$ cat src/rtl/controle_multiciclo_pkg.sv
// Shared definitions for the multicycle control unit:
// opcodes, time-step encoding and IR field positions.
package ctrl_defs;

  localparam logic [2:0] OP_MV   = 3'b000;
  localparam logic [2:0] OP_MVI  = 3'b001;
  localparam logic [2:0] OP_ADD  = 3'b010;
  localparam logic [2:0] OP_SUB  = 3'b011;
  localparam logic [2:0] OP_MVNZ = 3'b100;

  typedef enum logic [1:0] {
    T0 = 2'd0,
    T1 = 2'd1,
    T2 = 2'd2,
    T3 = 2'd3
  } tstep_e;

  localparam int IR_RY_LSB = 0;
  localparam int IR_RX_LSB = 3;
  localparam int IR_OP_LSB = 6;

endpackage

$ cat src/rtl/controle_multiciclo_dec3to8.sv
// One-hot register decoder with enable.
// Ports: a (index), en, y (one-hot, all zero when en=0).
module dec3to8 #(
  parameter int IN_W  = 3,
  parameter int OUT_W = 8
) (
  input  logic [IN_W-1:0]  a,
  input  logic             en,
  output logic [OUT_W-1:0] y
);

  always_comb begin
    y = '0;
    if (en) y[a] = 1'b1;
  end

endmodule

$ cat src/rtl/controle_multiciclo.sv
// Multicycle processor control: sequences T0..T3 and
// decodes bus selects, load enables, AddSub and Done.
// Inputs: Clock, Resetn (sync, active-low), Run, IR, G_nz.
// Outputs: IRin, DINout, Gout, Rout, Rin, Ain, Gin,
// AddSub, Done, Tstep; instr_count when the macro
// CTRL_INSTR_COUNT_EN is defined.
module controle_multiciclo
  import ctrl_defs::*;
#(
  parameter int N_REGS   = 8,
  parameter int REG_BITS = 3,
  parameter int OP_BITS  = 3
) (
  input  logic                          Clock,
  input  logic                          Resetn,
  input  logic                          Run,
  input  logic [OP_BITS+2*REG_BITS-1:0] IR,
  input  logic                          G_nz,
  output logic                          IRin,
  output logic                          DINout,
  output logic                          Gout,
  output logic [N_REGS-1:0]             Rout,
  output logic [N_REGS-1:0]             Rin,
  output logic                          Ain,
  output logic                          Gin,
  output logic                          AddSub,
  output logic                          Done,
  output logic [1:0]                    Tstep
`ifdef CTRL_INSTR_COUNT_EN
  ,
  output logic [15:0]                   instr_count
`endif
);

  tstep_e tstep_q, tstep_d;

  logic [OP_BITS-1:0]  op;
  logic [REG_BITS-1:0] rx, ry;
  logic [N_REGS-1:0]   rx_oh, ry_oh;

  logic is_mv, is_mvi, is_alu, is_mvnz;
  logic rin_en, rout_rx, rout_ry;

  assign op = IR[IR_OP_LSB +: OP_BITS];
  assign rx = IR[IR_RX_LSB +: REG_BITS];
  assign ry = IR[IR_RY_LSB +: REG_BITS];

  assign is_mv   = (op == OP_MV);
  assign is_mvi  = (op == OP_MVI);
  assign is_alu  = (op == OP_ADD) || (op == OP_SUB);
  assign is_mvnz = (op == OP_MVNZ);

  dec3to8 #(
    .IN_W  (REG_BITS),
    .OUT_W (N_REGS)
  ) u_dec_rx (
    .a  (rx),
    .en (1'b1),
    .y  (rx_oh)
  );

  dec3to8 #(
    .IN_W  (REG_BITS),
    .OUT_W (N_REGS)
  ) u_dec_ry (
    .a  (ry),
    .en (1'b1),
    .y  (ry_oh)
  );

  always_ff @(posedge Clock) begin
    if (!Resetn) tstep_q <= T0;
    else         tstep_q <= tstep_d;
  end

  always_comb begin
    tstep_d = tstep_q;
    IRin    = 1'b0;
    DINout  = 1'b0;
    Gout    = 1'b0;
    Ain     = 1'b0;
    Gin     = 1'b0;
    AddSub  = 1'b0;
    Done    = 1'b0;
    rin_en  = 1'b0;
    rout_rx = 1'b0;
    rout_ry = 1'b0;
    unique case (tstep_q)
      T0: begin
        IRin    = Run;
        tstep_d = Run ? T1 : T0;
      end
      T1: begin
        tstep_d = T0;
        unique case (1'b1)
          is_mv: begin
            rout_ry = 1'b1;
            rin_en  = 1'b1;
            Done    = 1'b1;
          end
          is_mvi: begin
            DINout = 1'b1;
            rin_en = 1'b1;
            Done   = 1'b1;
          end
          is_alu: begin
            rout_rx = 1'b1;
            Ain     = 1'b1;
            tstep_d = T2;
          end
          is_mvnz: begin
            rout_ry = 1'b1;
            rin_en  = G_nz;
            Done    = 1'b1;
          end
          default: Done = 1'b1;
        endcase
      end
      T2: begin
        // T2 with a non-ALU opcode only happens if IR
        // changed underneath us; finish cleanly.
        if (is_alu) begin
          rout_ry = 1'b1;
          Gin     = 1'b1;
          AddSub  = (op == OP_SUB);
          tstep_d = T3;
        end else begin
          Done    = 1'b1;
          tstep_d = T0;
        end
      end
      T3: begin
        Done    = 1'b1;
        tstep_d = T0;
        if (is_alu) begin
          Gout   = 1'b1;
          rin_en = 1'b1;
        end
      end
      default: tstep_d = T0;
    endcase
  end

  assign Rin   = rin_en ? rx_oh : '0;
  assign Rout  = rout_rx ? rx_oh :
                 rout_ry ? ry_oh : '0;
  assign Tstep = tstep_q;

`ifdef CTRL_INSTR_COUNT_EN
  logic [15:0] cnt_q, cnt_d;

  always_comb begin
    cnt_d = cnt_q + (Done ? 16'd1 : 16'd0);
  end

  always_ff @(posedge Clock) begin
    if (!Resetn) cnt_q <= '0;
    else         cnt_q <= cnt_d;
  end

  assign instr_count = cnt_q;
`endif

endmodule

$ cat config.mk
export PLATFORM = sky130hd
export DESIGN_NAME = controle_multiciclo
export DESIGN_NICKNAME = d
export VERILOG_FILES = /design/src/rtl/controle_multiciclo_pkg.sv /design/src/rtl/controle_multiciclo_dec3to8.sv /design/src/rtl/controle_multiciclo.sv
export SDC_FILE = /design/constraint.sdc
export NUM_CORES = 1
export LEC_CHECK = 0
export BUFFER_PORTS_ARGS = -buffer_cell sky130_fd_sc_hd__clkbuf_2
export CORE_AREA = 2 2 39 41
export CTS_BUF_LIST = sky130_fd_sc_hd__clkbuf_4
export CTS_CLUSTER_DIAMETER = 40
export CTS_CLUSTER_SIZE = 10
export DETAILED_ROUTE_END_ITERATION = 10
export DIE_AREA = 0 0 41 43
export GPL_ROUTABILITY_DRIVEN = 0
export PLACE_DENSITY = 0.78
export REMOVE_ABC_BUFFERS = 1
export SLEW_MARGIN = 20
export SYNTH_ARGS = -nofsm -noshare
export SYNTH_HDL_FRONTEND = slang
export SYNTH_SLANG_ARGS = --single-unit
$ cat constraint.sdc
create_clock -name Clock -period 2.35 [get_ports Clock]
set_input_delay 0 -clock Clock [delete_from_list [all_inputs] [get_ports Clock]]
set_output_delay 0 -clock Clock [all_outputs]
set_load 0.005 [all_outputs]
Yosys cells after proc, flatten, opt, wreduce, memory -nomap -nowiden
Index checks and enable logic that the tools add are counted.
{"block": "word_totals", "regBits": 2, "input_bits": 13, "output_inout_bits": 25, "elab_cells": 46}
{"block": "classes", "order_cmp": 4, "n_eq_ne": 7, "mux": 26, "n_reduce_logical": 8}
{"op": "8-bit 2-to-1 mux", "count": 3}
{"op": "1-bit 2-to-1 mux", "count": 14}
{"op": "3-bit by 4-bit < comparator with 1-bit output, second input constant", "count": 2}
{"op": "1-bit one-hot mux with 2 select lines", "count": 4}
{"op": "2-bit one-hot mux with 4 select lines", "count": 1}
{"op": "1-bit demux with 3-bit select", "count": 2}
{"op": "3-bit by 2-bit == test with 1-bit output, second input constant", "count": 2}
{"op": "3-bit by 1-bit greater-or-equal comparator with 1-bit output, second input constant", "count": 2}
{"op": "2-bit OR reduction", "count": 3}
{"op": "2-bit == test, second input constant", "count": 2}
{"op": "2-bit 2-to-1 mux", "count": 2}
{"op": "3-bit by 1-bit == test with 1-bit output, second input constant", "count": 1}
{"op": "3-bit == test, second input constant", "count": 1}
{"op": "3-bit logical NOT", "count": 1}
{"op": "2-bit by 1-bit == test with 1-bit output, second input constant", "count": 1}
{"op": "1-bit logical AND", "count": 2}
{"op": "2-bit logical NOT", "count": 1}
{"op": "1-bit logical OR", "count": 1}

Logic depth before layout (Yosys ltp)
Gate-level depths: netlist of run 1.
{"block": "depth", "ltp_word": 6, "ltp_mapped": 5, "depth_no_buf": 5}

Modules after synthesis
A second synthesis of run 1 with hierarchy kept.
{"block": "unflattened", "cells_unflattened": 65, "hier_area_um2": 604.3}
{"mod": "controle_multiciclo", "instances": 1, "cells_each": 49, "area_each_um2": 412.9, "seq_area_each_um2": 40.0}
{"mod": "dec3to8 (u_dec_rx)", "instances": 1, "cells_each": 8, "area_each_um2": 96.3, "seq_area_each_um2": 0.0}
{"mod": "dec3to8 (u_dec_ry)", "instances": 1, "cells_each": 8, "area_each_um2": 95.1, "seq_area_each_um2": 0.0}

Worst setup path before layout of run 1
OpenSTA, ideal clock, no wires.
{"block": "synth_timing", "path_type": "register to output", "start": "reg tstep_q[1], in the netlist Tstep[1]", "end": "out Rout[1]", "t_arrival_ns": 1.312, "required_time_ns": 2.350, "path_slack_ns": 1.038, "stages_incl_launch_ff": 6, "n_path_buf": 0, "cell_sequence": "dfxtp_1 > inv_1 > ha_1 > and4bb_1 > o211ai_1 > o32ai_1"}
{"block": "synth_via", "elab_chain_len": 4, "elab_cells_between_ends": 6, "classes_between": "2 x eq/ne; 4 x mux"}
{"item": "from (decl)", "line_no": "controle_multiciclo.sv:35", "source": "tstep_e tstep_q, tstep_d;"}
{"item": "from (signal assigned)", "line_no": "controle_multiciclo.sv:73", "source": "else tstep_q <= tstep_d;"}
{"item": "2-bit == test or 2-bit by 1-bit == test with 1-bit output (tied branches)", "line_no": "controle_multiciclo.sv:88", "source": "unique case (tstep_q)"}
{"item": "1-bit one-hot mux with 2 select lines", "line_no": "controle_multiciclo.sv:88"}
{"item": "8-bit 2-to-1 mux", "line_no": "controle_multiciclo.sv:146", "source": "rout_ry ? ry_oh : '0;"}
{"item": "8-bit 2-to-1 mux *", "line_no": "controle_multiciclo.sv:145", "source": "assign Rout = rout_rx ? rx_oh :"}
{"item": "to (decl)", "line_no": "controle_multiciclo.sv:22", "source": "output logic [N_REGS-1:0] Rout,"}
Mark *: on every way between the ends. The rest lies on a longest branch, timed or not.

Worst setup path after layout of run 1
Same ends and word-level chain as after synthesis.

==> results of run 1 <==
-- through the flow --
stage	worst slack (ns)	cells	area, um^2	utilization
6_report	0.548	115	678	0.490
5_1_grt	0.309	115	678	0.490
4_1_cts	0.520	115	678	0.490
3_5_place_dp	0.758	112	656	0.474
3_3_place_gp	0.820	112	656	0.474
2_1_floorplan	1.04	59	450	-
-- per-layer routing --
layer  vias up  wire length (um)  GRT usage
met5         -                 0          0
met3         0                84     0.0157
li1        305                 -          -
met4         0                 0     0.0200
met1       268               569      0.213
met2        23               686      0.300
-- report_power, final --
part	leakage, nW	switching (mW)	internal, mW	total, mW
sequential	0.0163	0.00112	0.0353	0.0365
combinational	0.341	0.0302	0.0243	0.0545
clock	0.0138	0.0158	0.0560	0.0718
total	0.371	0.0471	0.116	0.163
-- layout by cell type (no fill, tap or decap) --
cell type  synthesis  layout
clkbuf_4           0       3
inv_1              8       8
nor4b_1            1       1
clkbuf_2           0      37
nand2_1            5       5
and4bb_1           1       1
a211o_4            1       1
and3b_1            1       1
o21ai_0            1       1
nand2b_1           4       4
nand2_2            1       1
nand2b_4           1       1
nor3b_1            1       1
and3_2             1       1
nor2b_1            2       2
and2_1             2       2
ha_1               5       5
o32ai_1            2       2
or2_2              1       1
o21a_1             1       1
o211a_1            1       1
dfxtp_1            2       2
o22ai_1            6       6
a211oi_1           8       8
o211ai_1           2       2
nand3b_1           1       1
-- area by class of cell --
| cell class | instances | area (um^2) | share of cell area |
|---|---|---|---|
| tap | 16 | 20.0 | 0.0295 |
| timing repair buffer | 37 | 185 | 0.273 |
| inverter | 8 | 30.0 | 0.0443 |
| multi-input combinational | 49 | 380 | 0.561 |
| clock buffer | 3 | 22.5 | 0.0332 |
| sequential | 2 | 40.0 | 0.0590 |
-- cell families (layout without fill, tap and decap cells) --
| group | Yosys count | count (layout) | synth area share |
|---|---|---|---|
| AND/OR/NAND/NOR | 22 | 22 | 0.328 |
| adder cells (fa/ha/maj) | 5 | 5 | 0.139 |
| buffers and inverters | 8 | 48 | 0.0667 |
| AO/OA/AOI/OAI | 22 | 22 | 0.378 |
| flip-flops | 2 | 2 | 0.0889 |
-- synth_stat cells, types with 2 or more instances --
cell,n,area (um^2)
a211oi_1,8,60.1
and2_1,2,12.5
dfxtp_1,2,40.0
ha_1,5,62.6
inv_1,8,30.0
nand2_1,5,18.8
nand2b_1,4,25.0
nor2b_1,2,12.5
o211ai_1,2,15.0
o22ai_1,6,37.5
o32ai_1,2,17.5
-- worst register-to-register path: stages, from the launching register on --
cell,delay (ns)
dfxtp_1,0.38
inv_1,0.10
ha_1,0.22
and3b_1,0.24
o211a_1,0.21
-- worst max-delay path by stage --
stage | to | slack [ns] | start | depth (start not counted)
after floorplan | Rout[1] | 1.04 | Tstep[1]$_SDFF_PN0_ | 5
after global placement | Rout[1] | 0.82 | Tstep[1]$_SDFF_PN0_ | 6
after detailed placement | Rout[1] | 0.76 | Tstep[1]$_SDFF_PN0_ | 6
after CTS | Rout[1] | 0.52 | Tstep[1]$_SDFF_PN0_ | 6
after global routing | Rout[1] | 0.31 | Tstep[1]$_SDFF_PN0_ | 6
final | Rout[1] | 0.55 | Tstep[1]$_SDFF_PN0_ | 6
==> results.yml, run 1 <==
setup_path:
  r2r-start: "Tstep[1]$_SDFF_PN0_"
  crit_type: "reg2out"
  cp-start-kind: "flip-flop"
  path_buf_inv: 2
  critPathArrivalTime_ns: 1.80
  reg2regPathDepth: 4
  crit_path_end_kind: "primary output"
  cp.required_ns: 2.35
  cp_top_family: "compound AO/OA/AOI/OAI gates"
  critical_path.max_stage_delay_ns: 0.33
  r2r_slack_ns: 1.09
  slowest_stage: "dfxtp_1"
  r2r-end: "Tstep[1]$_SDFF_PN0_"
  path_max_fanout: 4
  path_cells: "inv_1 > ha_1 > nor3b_1 > o211ai_1 > o32ai_1 > clkbuf_2"
synth:
  synth_seq_cells: 2
  synthFlopType: "dfxtp_1"
  synth-seq-area-share: 0.0889
  ys_warn_count: 0
  ys_types: 24
  synth.cell_area_um2: 450
  synth-async-reset-ratio: 0
  synth_edf_count: 0
  synthCells: 59
  avgSynthCellArea_um2: 7.63
timing:
  final.setup_skew_ns: 0.00224
  fmax_mhz: 555
  maxSlewHeadroom: 0.770
  worst_slew_pin_slew_ns: 0.343
  finalCritPeriodShare: 0.767
  setup_violations: 0
  final_hold_viol_count: 0
  fin_crit_ns: 1.80
  drv_slew: 0
  hold_ws_ns: 0.00486
  setup-tns-final_ns: 0
  grt_setup_unrepaired: "false"
routing:
  dr.pass1.iters: 4
  drc: 0
  num_vias: 596
  routed_via_density: 5.18
  drt_iter0_drc: 4
  wl_um: 1340
  routedWlPerCell_um: 11.6
  ant_nets: 0
clock_tree:
  cts_buffers: 3
  cts-htree-levels: 1
  cts_root_buffer: "clkbuf_4"
  tritoncts: "built"
  cts.sinks: 2
  clk_pin_slew_ns: 0.03
  cts-hold-fix-buffers: 0
  clk_path_buf_depth: 2
  clk_latency_ns: 0.22
  cts_resized: 0
  postCtsSetupBuffers: 0
grt:
  track_usage: 0.169
  grt_max_degree: 10
  grt-ovfl-total: 0
  antenna_found_initial: 0
  grt_pass1_vias: 567
  grt_pass1_wl_um: 2190
floorplanning:
  start_util: 0.325
  dieHeight_um: 43
  core-area_um2: 1380
  fp.dieW_um: 41
  dieArea_um2: 1760
  io_pins: 38
  rows: 14
place:
  portBuffers: 37
  dp_hpwl_um: 1140
pwr:
  p_per_area_nw_per_um2: 240
  peakVddDrop_v: 0.000408
  finalPower_mw: 0.163
  p_leak_nw: 0.371
status:
  status: "finished, final reports clean"
worst_hold_path:
  hold_end: "Tstep[0]$_SDFF_PN0_"
  hold_path_depth: 2
  hp-start: "Resetn"
  min_path_type: "in2reg"
cells_and_area:
  largest_reg_flops: 2
  nFillCells: 149
  drive_gt1_frac: 0.455
  antenna_cells: 0
  area_delta_synth_final_pct: 50.6
  layout.nets: 119
flow_run:
  max_cap_violations: 0
Note: power is estimated with default switching activity, not from simulation.
==> inputs of run 2 (changes only) <==
==> constraint.sdc (replaced) <==
create_clock -name Clock -period 1.7 [get_ports Clock]
set_input_delay 0 -clock Clock [delete_from_list [all_inputs] [get_ports Clock]]
set_output_delay 0 -clock Clock [all_outputs]
set_load 0.005 [all_outputs]
==> results.yml, run 2 (synthesis gave the netlist of run 1 again) <==
timing:
  fmax_mhz: 609
  maxSlewHeadroom: 0.748
  final.setup_skew_ns: 0.00231
  final_hold_viol_count: 0
  fin_crit_ns: 1.64
  grt_setup_unrepaired: "true"
  setup_violations: 0
  setup-tns-final_ns: 0
  drv_slew: 0
  finalCritPeriodShare: 0.965
  worst_slew_pin_slew_ns: 0.376
  hold_ws_ns: 0.00210
place:
  portBuffers: 37
  dp_hpwl_um: 1140
  place_area_um2: 656
clock_tree:
  clk_pin_slew_ns: 0.03
  cts.sinks: 2
  tritoncts: "built"
  cts-hold-fix-buffers: 0
  cts_root_buffer: "clkbuf_4"
  cts_buffers: 3
  cts-htree-levels: 1
  clk_latency_ns: 0.22
  clk_path_buf_depth: 2
setup_path:
  path_max_fanout: 4
  r2r-end: "Tstep[0]$_SDFF_PN0_"
  r2r-start: "Tstep[0]$_SDFF_PN0_"
  cp-start-kind: "flip-flop"
  reg2regPathDepth: 6
  critPathArrivalTime_ns: 1.64
  crit_path_end_kind: "primary output"
  cp.required_ns: 1.70
  crit_type: "reg2out"
  r2r_slack_ns: 0.56
routing:
  drt_iter0_drc: 7
  ant_nets: 0
  routedWlPerCell_um: 12.2
  dr.pass1.iters: 4
  drc: 0
  routed_via_density: 5.31
  num_vias: 626
  wl_um: 1440
floorplanning:
  fp.dieW_um: 41
  rows: 14
  core-area_um2: 1380
  dieArea_um2: 1760
  start_util: 0.325
  dieHeight_um: 43
  io_pins: 38
grt:
  grt_pass1_vias: 578
  top_usage_layer: "met2"
  grt_pass1_wl_um: 2240
  grt_max_degree: 10
  antenna_found_initial: 0
  gr-usage-met3: 0.0157
  grt-ovfl-total: 0
  grt_use_met2: 0.319
  track_usage: 0.174
  grtUsageMet1: 0.210
worst_hold_path:
  hold_end: "Tstep[0]$_SDFF_PN0_"
  min_path_type: "in2reg"
  hold_path_depth: 2
  hp-start: "Resetn"
status:
  status: "finished, final reports clean"
pwr:
  p_leak_nw: 0.396
  p_per_area_nw_per_um2: 313
  finalPower_mw: 0.234
  peakVddDrop_v: 0.000414
cells_and_area:
  drive_gt1_frac: 0.549
  area_delta_synth_final_pct: 66.4
  fin_util: 0.542
  antenna_cells: 0
  design_area_um2: 749
  layout_common_cells: "clkbuf_2 (34), a211oi_1 (8), inv_1 (6), o22ai_1 (6), nand2_1 (5)"
  final_common_cell: "clkbuf_2"
  largest_reg_flops: 2
  layout.nets: 122
flow_run:
  max_cap_violations: 0
==> run 2: changes by cell type in the layout (fill, tap and decap cells not counted), sizes merged <==
cell and delta:
buf +6, clkbuf -3
==> run 2: final cells by class <==
cell class	instances	area (um^2)
flip-flops and latches	2	45.0
clock buffers	3	22.5
inverters	8	32.5
repair buffers	40	211
fillers	141	634
well taps	16	20.0
multi-input cells	49	418
==> run 2: layer usage <==
layer | part of all wire | routed length, um
met5 | 0 | 0
met4 | 0 | 0
met3 | 0.056 | 81
met2 | 0.52 | 755
met1 | 0.42 | 604
==> run 2: worst max-delay path, cell delays in order (launching register included) <==
cell      delay [ns]
dfxtp_2         0.32
buf_6           0.12
ha_4            0.15
and4bb_1        0.20
o211ai_1        0.33
o22ai_1         0.15
buf_2           0.15
==> run 2: worst max-delay path by stage <==
stage                        startpoint  endpoint  depth (start not counted)
floorplan           Tstep[1]$_SDFF_PN0_   Rout[1]                          5
global placement    Tstep[1]$_SDFF_PN0_   Rout[1]                          6
detailed placement  Tstep[1]$_SDFF_PN0_   Rout[1]                          6
CTS                 Tstep[1]$_SDFF_PN0_   Rout[1]                          6
global route        Tstep[0]$_SDFF_PN0_   Rout[3]                          6
finish              Tstep[1]$_SDFF_PN0_   Rout[3]                          6
==> run 2: power breakdown <==
group / switching (mW) / internal [mW] / leakage [nW]
clock: 0.0235 / 0.0776 / 0.0138
sequential: 0.00283 / 0.0483 / 0.0175
combinational: 0.0446 / 0.0375 / 0.365
==> run 2: timing repair <==
item | 4_1_cts | 5_1_grt
endpoints found under the setup margin | 3 | 6
setup buffers | 3 | 1
cloned | 0 | 0
pin swaps | 4 | 5
endpoints found under the hold margin | 0 | 0
gates resized for setup | 7 | 9
==> run 2: stage by stage <==
step | setup WS (ns) | cells
after floorplan | 0.388 | 59
after global placement | 0.170 | 112
after detailed placement | 0.108 | 112
after CTS | 0.0240 | 117
after global routing | -0.0458 | 118
final | 0.0592 | 118
==> inputs of run 3 (changes only) <==
==> constraint.sdc (replaced) <==
create_clock -name Clock -period 1.7 [get_ports Clock]
set_input_delay 0 -clock Clock [delete_from_list [all_inputs] [get_ports Clock]]
set_output_delay 0 -clock Clock [all_outputs]
set_load 0.05 [all_outputs]
==> results.yml, run 3 (synthesis gave the netlist of run 1 again) <==
status:
  status: "complete, but fails checks"
  failed_checks: "setup timing"
place:
  placedCellCount: 113
  dp_slack_ns: 0.0790
  dp_hpwl_um: 1160
  place_area_um2: 663
  portBuffers: 37
cells_and_area:
  layout_common_cells: "clkbuf_2 (21), a211oi_2 (8), clkbuf_8 (7)"
  antenna_cells: 0
  fin_cells: 119
  largest_reg_flops: 2
  area_delta_synth_final_pct: 100
  final_common_cell: "clkbuf_2"
  layout.nets: 123
  drive_gt1_frac: 0.621
  design_area_um2: 902
setup_path:
  cp_top_family: "compound AO/OA/AOI/OAI gates"
  path_buf_inv: 2
  cp.required_ns: 1.70
  cp-start-kind: "flip-flop"
  crit_path_end_kind: "primary output"
  path_max_fanout: 4
  critPathArrivalTime_ns: 1.75
  crit_type: "reg2out"
  critical_path.max_stage_delay_ns: 0.34
  slowest_stage: "dfxtp_2"
  path_cells: "inv_2 > ha_4 > and4bb_1 > o211ai_1 > o32ai_1 > buf_4"
pwr:
  finalPower_mw: 0.275
  peakVddDrop_v: 0.000349
  p_per_area_nw_per_um2: 304
  p_leak_nw: 0.428
grt:
  grt_pass1_vias: 572
  grt_max_degree: 10
  antenna_found_initial: 0
  grt-ovfl-total: 0
  track_usage: 0.179
  grt_pass1_wl_um: 2270
timing:
  fin_ws_ns: -0.0504
  final.setup_skew_ns: 0.000724
  fin_crit_ns: 1.75
  finalCritPeriodShare: 1.03
  fmax_mhz: 571
  grt_setup_unrepaired: "true"
  drv_slew: 0
  final_hold_viol_count: 0
  setup_violations: 5
  worst_slew_pin_slew_ns: 0.350
  hold_ws_ns: 0.117
  maxSlewHeadroom: 0.765
clock_tree:
  tritoncts: "built"
  cts_buffers: 3
  cts_root_buffer: "clkbuf_4"
  clk_latency_ns: 0.23
  clk_path_buf_depth: 2
  clk_pin_slew_ns: 0.03
  cts-htree-levels: 1
  cts.sinks: 2
routing:
  wl_um: 1540
  num_vias: 640
  ant_nets: 0
  routed_via_density: 5.38
  dr.pass1.iters: 4
  drt_iter0_drc: 9
  drc: 0
  routedWlPerCell_um: 12.9
floorplanning:
  dieArea_um2: 1760
  core-area_um2: 1380
  start_util: 0.325
  fp.dieW_um: 41
  dieHeight_um: 43
  io_pins: 38
  rows: 14
flow_run:
  max_cap_violations: 0
worst_hold_path:
  min_path_type: "in2reg"
## run 3: cell types whose count changed in the layout (fill, tap and decap cells not counted)
cell	change
a211oi_2	+8
clkbuf_2	-13
buf_2	-3
a211oi_1	-8
dlygate4sd3_1	+1
buf_6	+5
clkbuf_8	+7
buf_4	+4
## run 3: where the power goes
group	switching [mW]	leakage (nW)	internal (mW)
Sequential	0.00287	0.0175	0.0483
Combinational	0.0744	0.397	0.0410
Clock	0.0299	0.0138	0.0781
Total	0.107	0.428	0.167
## run 3: repair_timing
item | 4_1_cts | 5_1_grt
hold endpoints to repair | 2 | 0
pin swaps | 7 | 8
endpoints found under the setup margin | 16 | 16
resized for setup | 32 | 27
setup buffers | 1 | 2
hold buffers | 1 | 0
## run 3: final timing paths
| path | start | endpoint | slack, ns | cells after the start |
|---|---|---|---|---|
| max reg2reg | Tstep[1]$_SDFF_PN0_ | Tstep[1]$_SDFF_PN0_ | 0.51 | 6 |
| max | Tstep[1]$_SDFF_PN0_ | Rout[1] | -0.05 | 6 |
| min | Run | Tstep[0]$_SDFF_PN0_ | 0.12 | 4 |
| min reg2reg | Tstep[1]$_SDFF_PN0_ | Tstep[1]$_SDFF_PN0_ | 0.82 | 4 |
## run 3: final cells by class
| type | instances | area, um^2 |
|---|---|---|
| Tap cell | 16 | 20.0 |
| Fill cell | 127 | 482 |
| Inverter | 8 | 32.5 |
| Sequential cell | 2 | 45.0 |
| Multi-Input combinational cell | 49 | 458 |
| Clock buffer | 3 | 22.5 |
| Timing Repair Buffer | 41 | 324 |
## run 3: stage by stage
stage | setup TNS (ns) | util
2_1_floorplan | -13.86 | -
3_3_place_gp | 0 | 0.479
3_5_place_dp | 0 | 0.479
4_1_cts | -0.198 | 0.590
5_1_grt | -0.923 | 0.652
6_report | -0.120 | 0.652
## run 3: per-layer routing
layer / vias to the layer above / global-route usage / routed length (um)
li1: 317 / - / -
met1: 294 / 0.214 / 620
met2: 25 / 0.294 / 791
met3: 4 / 0.0419 / 104
met4: 0 / 0.0667 / 25
met5: - / 0 / 0
## run 3: worst register-to-register path, cell delays in order (launching register included)
cell	delay, ns
dfxtp_2	0.32
buf_6	0.12
ha_4	0.15
buf_4	0.13
nand3b_1	0.09
inv_1	0.06
o211a_1	0.21
